### config.mk
export PLATFORM = sky130hd
export DESIGN_NAME = core_sequencer_flat
export DESIGN_NICKNAME = d
export VERILOG_FILES = /design/src/rtl/core_sequencer_if.sv /design/src/rtl/core_sequencer.sv /design/src/flat_wrapper.sv
export SDC_FILE = /design/constraint.sdc
export NUM_CORES = 1
export LEC_CHECK = 0
export CORE_MARGIN = 10
export CORE_UTILIZATION = 52
export CTS_CLUSTER_DIAMETER = 60
export DETAILED_ROUTE_END_ITERATION = 10
export GPL_ROUTABILITY_DRIVEN = 0
export GPL_TIMING_DRIVEN = 0
export PLACE_DENSITY = 0.84
export SYNTH_ARGS = -nofsm -noshare
export SYNTH_HDL_FRONTEND = slang
export SYNTH_SLANG_ARGS = --single-unit
### constraint.sdc
create_clock -name Clk -period 2.75 [get_ports Clk]
set_input_delay 0.6875 -clock Clk [delete_from_list [all_inputs] [get_ports Clk]]
set_output_delay 0.6875 -clock Clk [all_outputs]
set_load 0.005 [all_outputs]
### src/rtl/core_sequencer_if.sv
// Memory handshake bundle between the sequencer (master) and the instruction/data memories (slave).
interface core_sequencer_if;
  logic out_imem_req;
  logic in_imem_ack;
  logic out_dmem_req;
  logic out_dmem_we;
  logic in_dmem_ack;

  modport master (
    output out_imem_req,
    output out_dmem_req,
    output out_dmem_we,
    input  in_imem_ack,
    input  in_dmem_ack
  );

  modport slave (
    input  out_imem_req,
    input  out_dmem_req,
    input  out_dmem_we,
    output in_imem_ack,
    output in_dmem_ack
  );
endinterface

### src/rtl/core_sequencer.sv
// Multi-cycle RV64IF control FSM: fetch/decode/exec/mem/writeback with memory handshakes,
// FPU stretch, memory-wait timeout and retired-instruction counter.
module core_sequencer #(
  parameter int unsigned WAIT_W   = 8,
  parameter int unsigned MAX_WAIT = 255,
  parameter int unsigned FPU_LAT  = 4
) (
  input  logic                    Clk,
  input  logic                    Rst,
  core_sequencer_if.master        mem_if,
  input  logic                    in_start,
  input  logic [6:0]              in_opcode,
  input  logic                    in_fp_multi,
  output logic                    out_ir_we,
  output logic                    out_pc_we,
  output logic                    out_int_rf_we_en,
  output logic                    out_fp_rf_we_en,
  output logic [2:0]              out_state,
  output logic                    out_busy,
  output logic                    out_trap,
  output logic [63:0]             out_instret
);

  localparam int unsigned EXEC_W = (FPU_LAT > 1) ? $clog2(FPU_LAT) : 1;
  localparam logic [EXEC_W-1:0] EXEC_MULTI = EXEC_W'((FPU_LAT > 0) ? FPU_LAT - 1 : 0);
  localparam logic [WAIT_W-1:0] WAIT_LAST  = WAIT_W'((MAX_WAIT > 0) ? MAX_WAIT - 1 : 0);

  typedef enum logic [2:0] {
    S_IDLE   = 3'd0,
    S_FETCH  = 3'd1,
    S_DECODE = 3'd2,
    S_EXEC   = 3'd3,
    S_MEM    = 3'd4,
    S_WB     = 3'd5,
    S_HALT   = 3'd6,
    S_TRAP   = 3'd7
  } state_t;

  typedef struct packed {
    logic mem;
    logic store;
    logic int_we;
    logic fp_we;
  } op_cls_t;

  state_t              state_q, state_d;
  logic [WAIT_W-1:0]   wait_q, wait_d;
  logic [EXEC_W-1:0]   exec_q, exec_d;
  op_cls_t             cls_q, cls_d;
  logic [63:0]         instret_q, instret_d;

  op_cls_t dec_cls;
  logic    dec_exec;
  logic    dec_halt;
  logic    dec_opfp;
  logic    timeout_hit;

  always_comb begin
    dec_cls  = '0;
    dec_exec = 1'b0;
    dec_halt = 1'b0;
    dec_opfp = 1'b0;
    unique case (in_opcode)
      7'b0000011: begin dec_exec = 1'b1; dec_cls.mem = 1'b1; dec_cls.int_we = 1'b1; end
      7'b0000111: begin dec_exec = 1'b1; dec_cls.mem = 1'b1; dec_cls.fp_we = 1'b1; end
      7'b0100011,
      7'b0100111: begin dec_exec = 1'b1; dec_cls.mem = 1'b1; dec_cls.store = 1'b1; end
      7'b0110011, 7'b0010011, 7'b0111011, 7'b0011011,
      7'b0110111, 7'b0010111, 7'b1101111, 7'b1100111:
                  begin dec_exec = 1'b1; dec_cls.int_we = 1'b1; end
      7'b1100011: dec_exec = 1'b1;
      7'b1010011: begin
        dec_exec       = 1'b1;
        dec_opfp       = 1'b1;
        dec_cls.int_we = 1'b1;
        dec_cls.fp_we  = 1'b1;
      end
      7'b1110011: dec_halt = 1'b1;
      default:    ;
    endcase
  end

  // A zero MAX_WAIT disables the timeout; an ack on the final cycle is checked first and wins.
  assign timeout_hit = (MAX_WAIT != 0) && (wait_q == WAIT_LAST);

  always_comb begin
    state_d   = state_q;
    wait_d    = wait_q;
    exec_d    = exec_q;
    cls_d     = cls_q;
    instret_d = instret_q;

    mem_if.out_imem_req = 1'b0;
    mem_if.out_dmem_req = 1'b0;
    mem_if.out_dmem_we  = 1'b0;
    out_ir_we           = 1'b0;
    out_pc_we           = 1'b0;
    out_int_rf_we_en    = 1'b0;
    out_fp_rf_we_en     = 1'b0;

    unique case (state_q)
      S_IDLE: begin
        if (in_start) begin
          state_d = S_FETCH;
          wait_d  = '0;
        end
      end
      S_FETCH: begin
        mem_if.out_imem_req = 1'b1;
        if (mem_if.in_imem_ack) begin
          out_ir_we = 1'b1;
          state_d   = S_DECODE;
        end else if (timeout_hit) begin
          state_d = S_TRAP;
        end else begin
          wait_d = wait_q + 1'b1;
        end
      end
      S_DECODE: begin
        cls_d = dec_cls;
        if (dec_halt) begin
          state_d = S_HALT;
        end else if (!dec_exec) begin
          state_d = S_TRAP;
        end else begin
          state_d = S_EXEC;
          exec_d  = (dec_opfp && in_fp_multi) ? EXEC_MULTI : '0;
        end
      end
      S_EXEC: begin
        if (exec_q != '0) begin
          exec_d = exec_q - 1'b1;
        end else if (cls_q.mem) begin
          state_d = S_MEM;
          wait_d  = '0;
        end else begin
          state_d = S_WB;
        end
      end
      S_MEM: begin
        mem_if.out_dmem_req = 1'b1;
        mem_if.out_dmem_we  = cls_q.store;
        if (mem_if.in_dmem_ack) begin
          state_d = S_WB;
        end else if (timeout_hit) begin
          state_d = S_TRAP;
        end else begin
          wait_d = wait_q + 1'b1;
        end
      end
      S_WB: begin
        out_pc_we        = 1'b1;
        out_int_rf_we_en = cls_q.int_we;
        out_fp_rf_we_en  = cls_q.fp_we;
        instret_d        = instret_q + 64'd1;
        state_d          = S_FETCH;
        wait_d           = '0;
      end
      S_HALT: begin
        // Resuming from HALT retires the SYSTEM instruction and advances the PC.
        if (in_start) begin
          out_pc_we = 1'b1;
          instret_d = instret_q + 64'd1;
          state_d   = S_FETCH;
          wait_d    = '0;
        end
      end
      S_TRAP: ;
    endcase
  end

  always_ff @(posedge Clk) begin
    if (Rst) begin
      state_q   <= S_IDLE;
      wait_q    <= '0;
      exec_q    <= '0;
      cls_q     <= '0;
      instret_q <= '0;
    end else begin
      state_q   <= state_d;
      wait_q    <= wait_d;
      exec_q    <= exec_d;
      cls_q     <= cls_d;
      instret_q <= instret_d;
    end
  end

  assign out_state   = state_q;
  assign out_busy    = (state_q == S_FETCH) || (state_q == S_DECODE) || (state_q == S_EXEC) ||
                       (state_q == S_MEM)   || (state_q == S_WB);
  assign out_trap    = (state_q == S_TRAP);
  assign out_instret = instret_q;

endmodule
### src/flat_wrapper.sv
// flat-port wrapper written by rule: the top's interface ports become plain ports
module core_sequencer_flat 
#(
  parameter int unsigned WAIT_W   = 8,
  parameter int unsigned MAX_WAIT = 255,
  parameter int unsigned FPU_LAT  = 4
)
  (Clk, Rst, in_start, in_opcode, in_fp_multi, out_ir_we, out_pc_we, out_int_rf_we_en, out_fp_rf_we_en, out_state, out_busy, out_trap, out_instret, mem_if_out_imem_req, mem_if_out_dmem_req, mem_if_out_dmem_we, mem_if_in_imem_ack, mem_if_in_dmem_ack);
  core_sequencer_if mem_if_i ();
  input  logic Clk;
  input  logic Rst;
  input  logic in_start;
  input  logic [6:0] in_opcode;
  input  logic in_fp_multi;
  output logic out_ir_we;
  output logic out_pc_we;
  output logic out_int_rf_we_en;
  output logic out_fp_rf_we_en;
  output logic [2:0] out_state;
  output logic out_busy;
  output logic out_trap;
  output logic [63:0] out_instret;
  output wire logic [$bits(mem_if_i.out_imem_req)-1:0] mem_if_out_imem_req;
  output wire logic [$bits(mem_if_i.out_dmem_req)-1:0] mem_if_out_dmem_req;
  output wire logic [$bits(mem_if_i.out_dmem_we)-1:0] mem_if_out_dmem_we;
  input wire logic [$bits(mem_if_i.in_imem_ack)-1:0] mem_if_in_imem_ack;
  input wire logic [$bits(mem_if_i.in_dmem_ack)-1:0] mem_if_in_dmem_ack;
  assign mem_if_out_imem_req = mem_if_i.out_imem_req;
  assign mem_if_out_dmem_req = mem_if_i.out_dmem_req;
  assign mem_if_out_dmem_we = mem_if_i.out_dmem_we;
  assign mem_if_i.in_imem_ack = mem_if_in_imem_ack;
  assign mem_if_i.in_dmem_ack = mem_if_in_dmem_ack;
  core_sequencer #(.WAIT_W(WAIT_W), .MAX_WAIT(MAX_WAIT), .FPU_LAT(FPU_LAT)) u_core (.Clk(Clk), .Rst(Rst), .mem_if(mem_if_i), .in_start(in_start), .in_opcode(in_opcode), .in_fp_multi(in_fp_multi), .out_ir_we(out_ir_we), .out_pc_we(out_pc_we), .out_int_rf_we_en(out_int_rf_we_en), .out_fp_rf_we_en(out_fp_rf_we_en), .out_state(out_state), .out_busy(out_busy), .out_trap(out_trap), .out_instret(out_instret));
endmodule
==> impl_metrics.ini <==
[finish]
multi_input_area_um2 = 2620
regArea_um2 = 1630
utilization_pct = 69.3
areaGrowthSynthToFinish_pct = 29.9
n_fill_cell = 631
fin_nets = 645
final_cells = 738
drive_above_1_share_pct = 7.74
diodes = 0

[global_routing]
grt_first_pass_wirelength_um = 21300
grt_pass1_vias = 4433
grt_overflow_total = 0
grt_start_max_net_pins = 14
grt_usage_pct = 19.5
antenna_found_initial = 0

[detailed_routing]
num_vias = 4581
drc_errors = 0
routed-wl-met2_um = 6380
wl_per_cell_um = 17.2
drt-met1-wl_um = 5120
drtIter0Drc = 289
first_pass_iters = 5
viasPerCell = 6.21
ant_nets = 0
top_layer = met4
route.met3.wl_um = 968
drt_wl_total_um = 12700

[synth]
synth-edff-count = 0
ys.flop_type = dfxtp_1
synth_nets = 546
syn_area_um2 = 4360
synth_top_cell_by_area = dfxtp_1
synthTopCellsByArea = dfxtp_1, a21oi_1, nor2_1, xor2_1, nand4_1
seq_area_frac_synth_pct = 37.2
synthCells = 529
syn_avg_cell_area_um2 = 8.25
synth.ff_latch_count = 81
synth_top_cell_area_share_pct = 37.2
async_flop_share_pct = 0
ys_types = 58
synth.most_common_cell = dfxtp_1
synth_top_cells_by_count = dfxtp_1, a21oi_1, nor2_1, nand2_1, nand3_1
yosysWarnings = 0

[outcome]
outcome = finished clean

[die]
die_w_um = 112
start_util_pct = 53.4
die_h_um = 112
dieArea_um2 = 12500
core_um2 = 8180
top_level_ports = 89
rows = 33

[cts]
cts_inserted_buffers = 9
ctsHoldBuffers = 0
cts_buffer_depth = 2
cts_tree = done
clk_pin_slew_worst_paths_ns = 0.08
htreeDepth = 3
cts.sinks = 81
root_buffer = clkbuf_8
worst_skew_pair.late_latency_ns = 0.36

[setup_path]
arrival_ns = 1.98
crit_type = reg2out
path_max_fanout = 10
cp-end-kind = primary output
regToRegSetupSlack_ns = 0.23
cp-start-kind = register
cp.required_ns = 2.06

[power_and_ir_drop]
switchingPower_uw = 627
irDropWorstVdd_mv = 0.333
power_leakage_uw = 0.00185
p_int_uw = 1840
clkPwrFrac_pct = 38.8
switching_share_pct = 25.4
pwr-share-seq_pct = 48.7
p_per_area_nw_per_um2 = 436
comb_power_share_pct = 12.5

[timing]
finalHoldViolCount = 0
worstMarginPinSlew_ns = 0.674
post-route-period-util_pct = 97.0
maxClockFrequency_mhz = 375
slew-limit-headroom_pct = 54.7
fin_skew_ns = 0.0123
finalSetupViolCount = 0
fin_crit_ns = 2.67
rsz0062_at_grt = no
drv_slew = 0

[min_path]
hold_path_class = reg2reg

[placed_design]
dp_cells = 721
dp_hpwl_um = 9270
port-buffer-count = 87

[run]
maxCapViolCount = 0
[worst max-delay path, stage by stage (launching register included)]
cell,delay [ns]
dfxtp_1,0.34
buf_6,0.14
buf_4,0.17
buf_4,0.17
nor2_2,0.13
and3_1,0.17
clkdlybuf4s50_1,0.51
[through the flow]
stage                     total power (µW)  setup TNS (ns)  hold WS, ns  cell area, µm²  worst slack [ns]
after floorplan                       1400               0        0.428            4360             0.626
after global placement                1490           -6.66        0.442            5370            -0.448
after detailed placement              1500           -8.41        0.450            5370            -0.470
after global routing                  2550               0        0.495            5670           0.00164
final                                 2470               0        0.470            5670            0.0817
after CTS                             2450               0        0.462            5630           0.00353
[power by group through the flow]
stage          Clock [µW]  Sequential [µW]  Combinational [µW]
2_1_floorplan           0             1220                 176
3_3_place_gp            0             1230                 267
3_5_place_dp            0             1230                 277
4_1_cts               959             1200                 293
5_1_grt              1010             1200                 335
6_report              958             1200                 309
[flip-flops by register name, summed over array words and instances, names as in the netlist]
name and count:
u_core.exec_q 2, u_core.cls_q 4, u_core.wait_q 8, u_core.out_instret 64, u_core.out_state 3
[cells in the final DEF, fill, tap and decap left out, types with 3 or more instances in the layout]
| cell | count |
|---|---|
| or2_2 | 3 |
| nor3_1 | 10 |
| nor4_1 | 8 |
| and3_1 | 10 |
| o41ai_1 | 3 |
| nand3_1 | 30 |
| clkdlybuf4s50_1 | 84 |
| and2_1 | 4 |
| clkbuf_8 | 9 |
| or4_1 | 19 |
| buf_6 | 3 |
| nor2b_1 | 3 |
| xor2_1 | 18 |
| a311oi_1 | 5 |
| nand4_1 | 25 |
| buf_4 | 5 |
| nand4b_1 | 4 |
| o31ai_1 | 18 |
| nand4_2 | 4 |
| xnor2_1 | 10 |
| or3_1 | 18 |
| and4_1 | 13 |
| nand2b_1 | 5 |
| inv_1 | 10 |
| nor3b_1 | 3 |
| nor2_1 | 46 |
| o21ai_0 | 22 |
| dfxtp_1 | 79 |
| ha_1 | 4 |
| a21oi_1 | 49 |
| nand2_1 | 32 |
| a31oi_1 | 3 |
| clkbuf_1 | 21 |
[layer usage]
metal	GRT usage (%)	vias to the layer above
met3	6.12	28
met2	33.8	169
met4	6.26	0
li1	-	2201
met5	0	-
met1	22.4	2183
[timing repair]
action / 4_1_cts / 5_1_grt
setup buffers: 1 / 0
gates resized for setup: 16 / 16
pin swaps: 1 / 0
endpoints found under the setup margin: 11 / 10
[worst paths after layout]
check | end | start | cells past startpoint
setup / recovery | mem_if_out_dmem_we | u_core.out_state[0]$_SDFFE_PP0P_ | 6
hold / removal | u_core.cls_q[0]$_SDFFE_PP0P_ | u_core.cls_q[0]$_SDFFE_PP0P_ | 2
setup reg to reg | u_core.out_instret[46]$_SDFFE_PP0P_ | u_core.out_state[1]$_SDFFE_PP0P_ | 8
hold reg to reg | u_core.cls_q[0]$_SDFFE_PP0P_ | u_core.cls_q[0]$_SDFFE_PP0P_ | 2
[cells by family after synthesis]
kind of cell	synth area share, %
flip-flops	37.2
AO/OA/AOI/OAI	17.5
AND/OR/NAND/NOR	33.8
buffers and inverters	4.04
XOR/XNOR	6.14
multiplexers	0.229
adder cells (fa/ha/maj)	1.15
[area by class of cell]
type                    instances  share of cell area (%)
well taps                     105                    2.32
plain buffers                  31                    2.89
flip-flops and latches         81                    28.7
clock inverters                 4                    1.35
inverters                      10                   0.663
repair buffers                 88                    15.4
multi-input cells             407                    46.2
clock buffers                  12                    2.39
(Power assumes the default switching activity.)
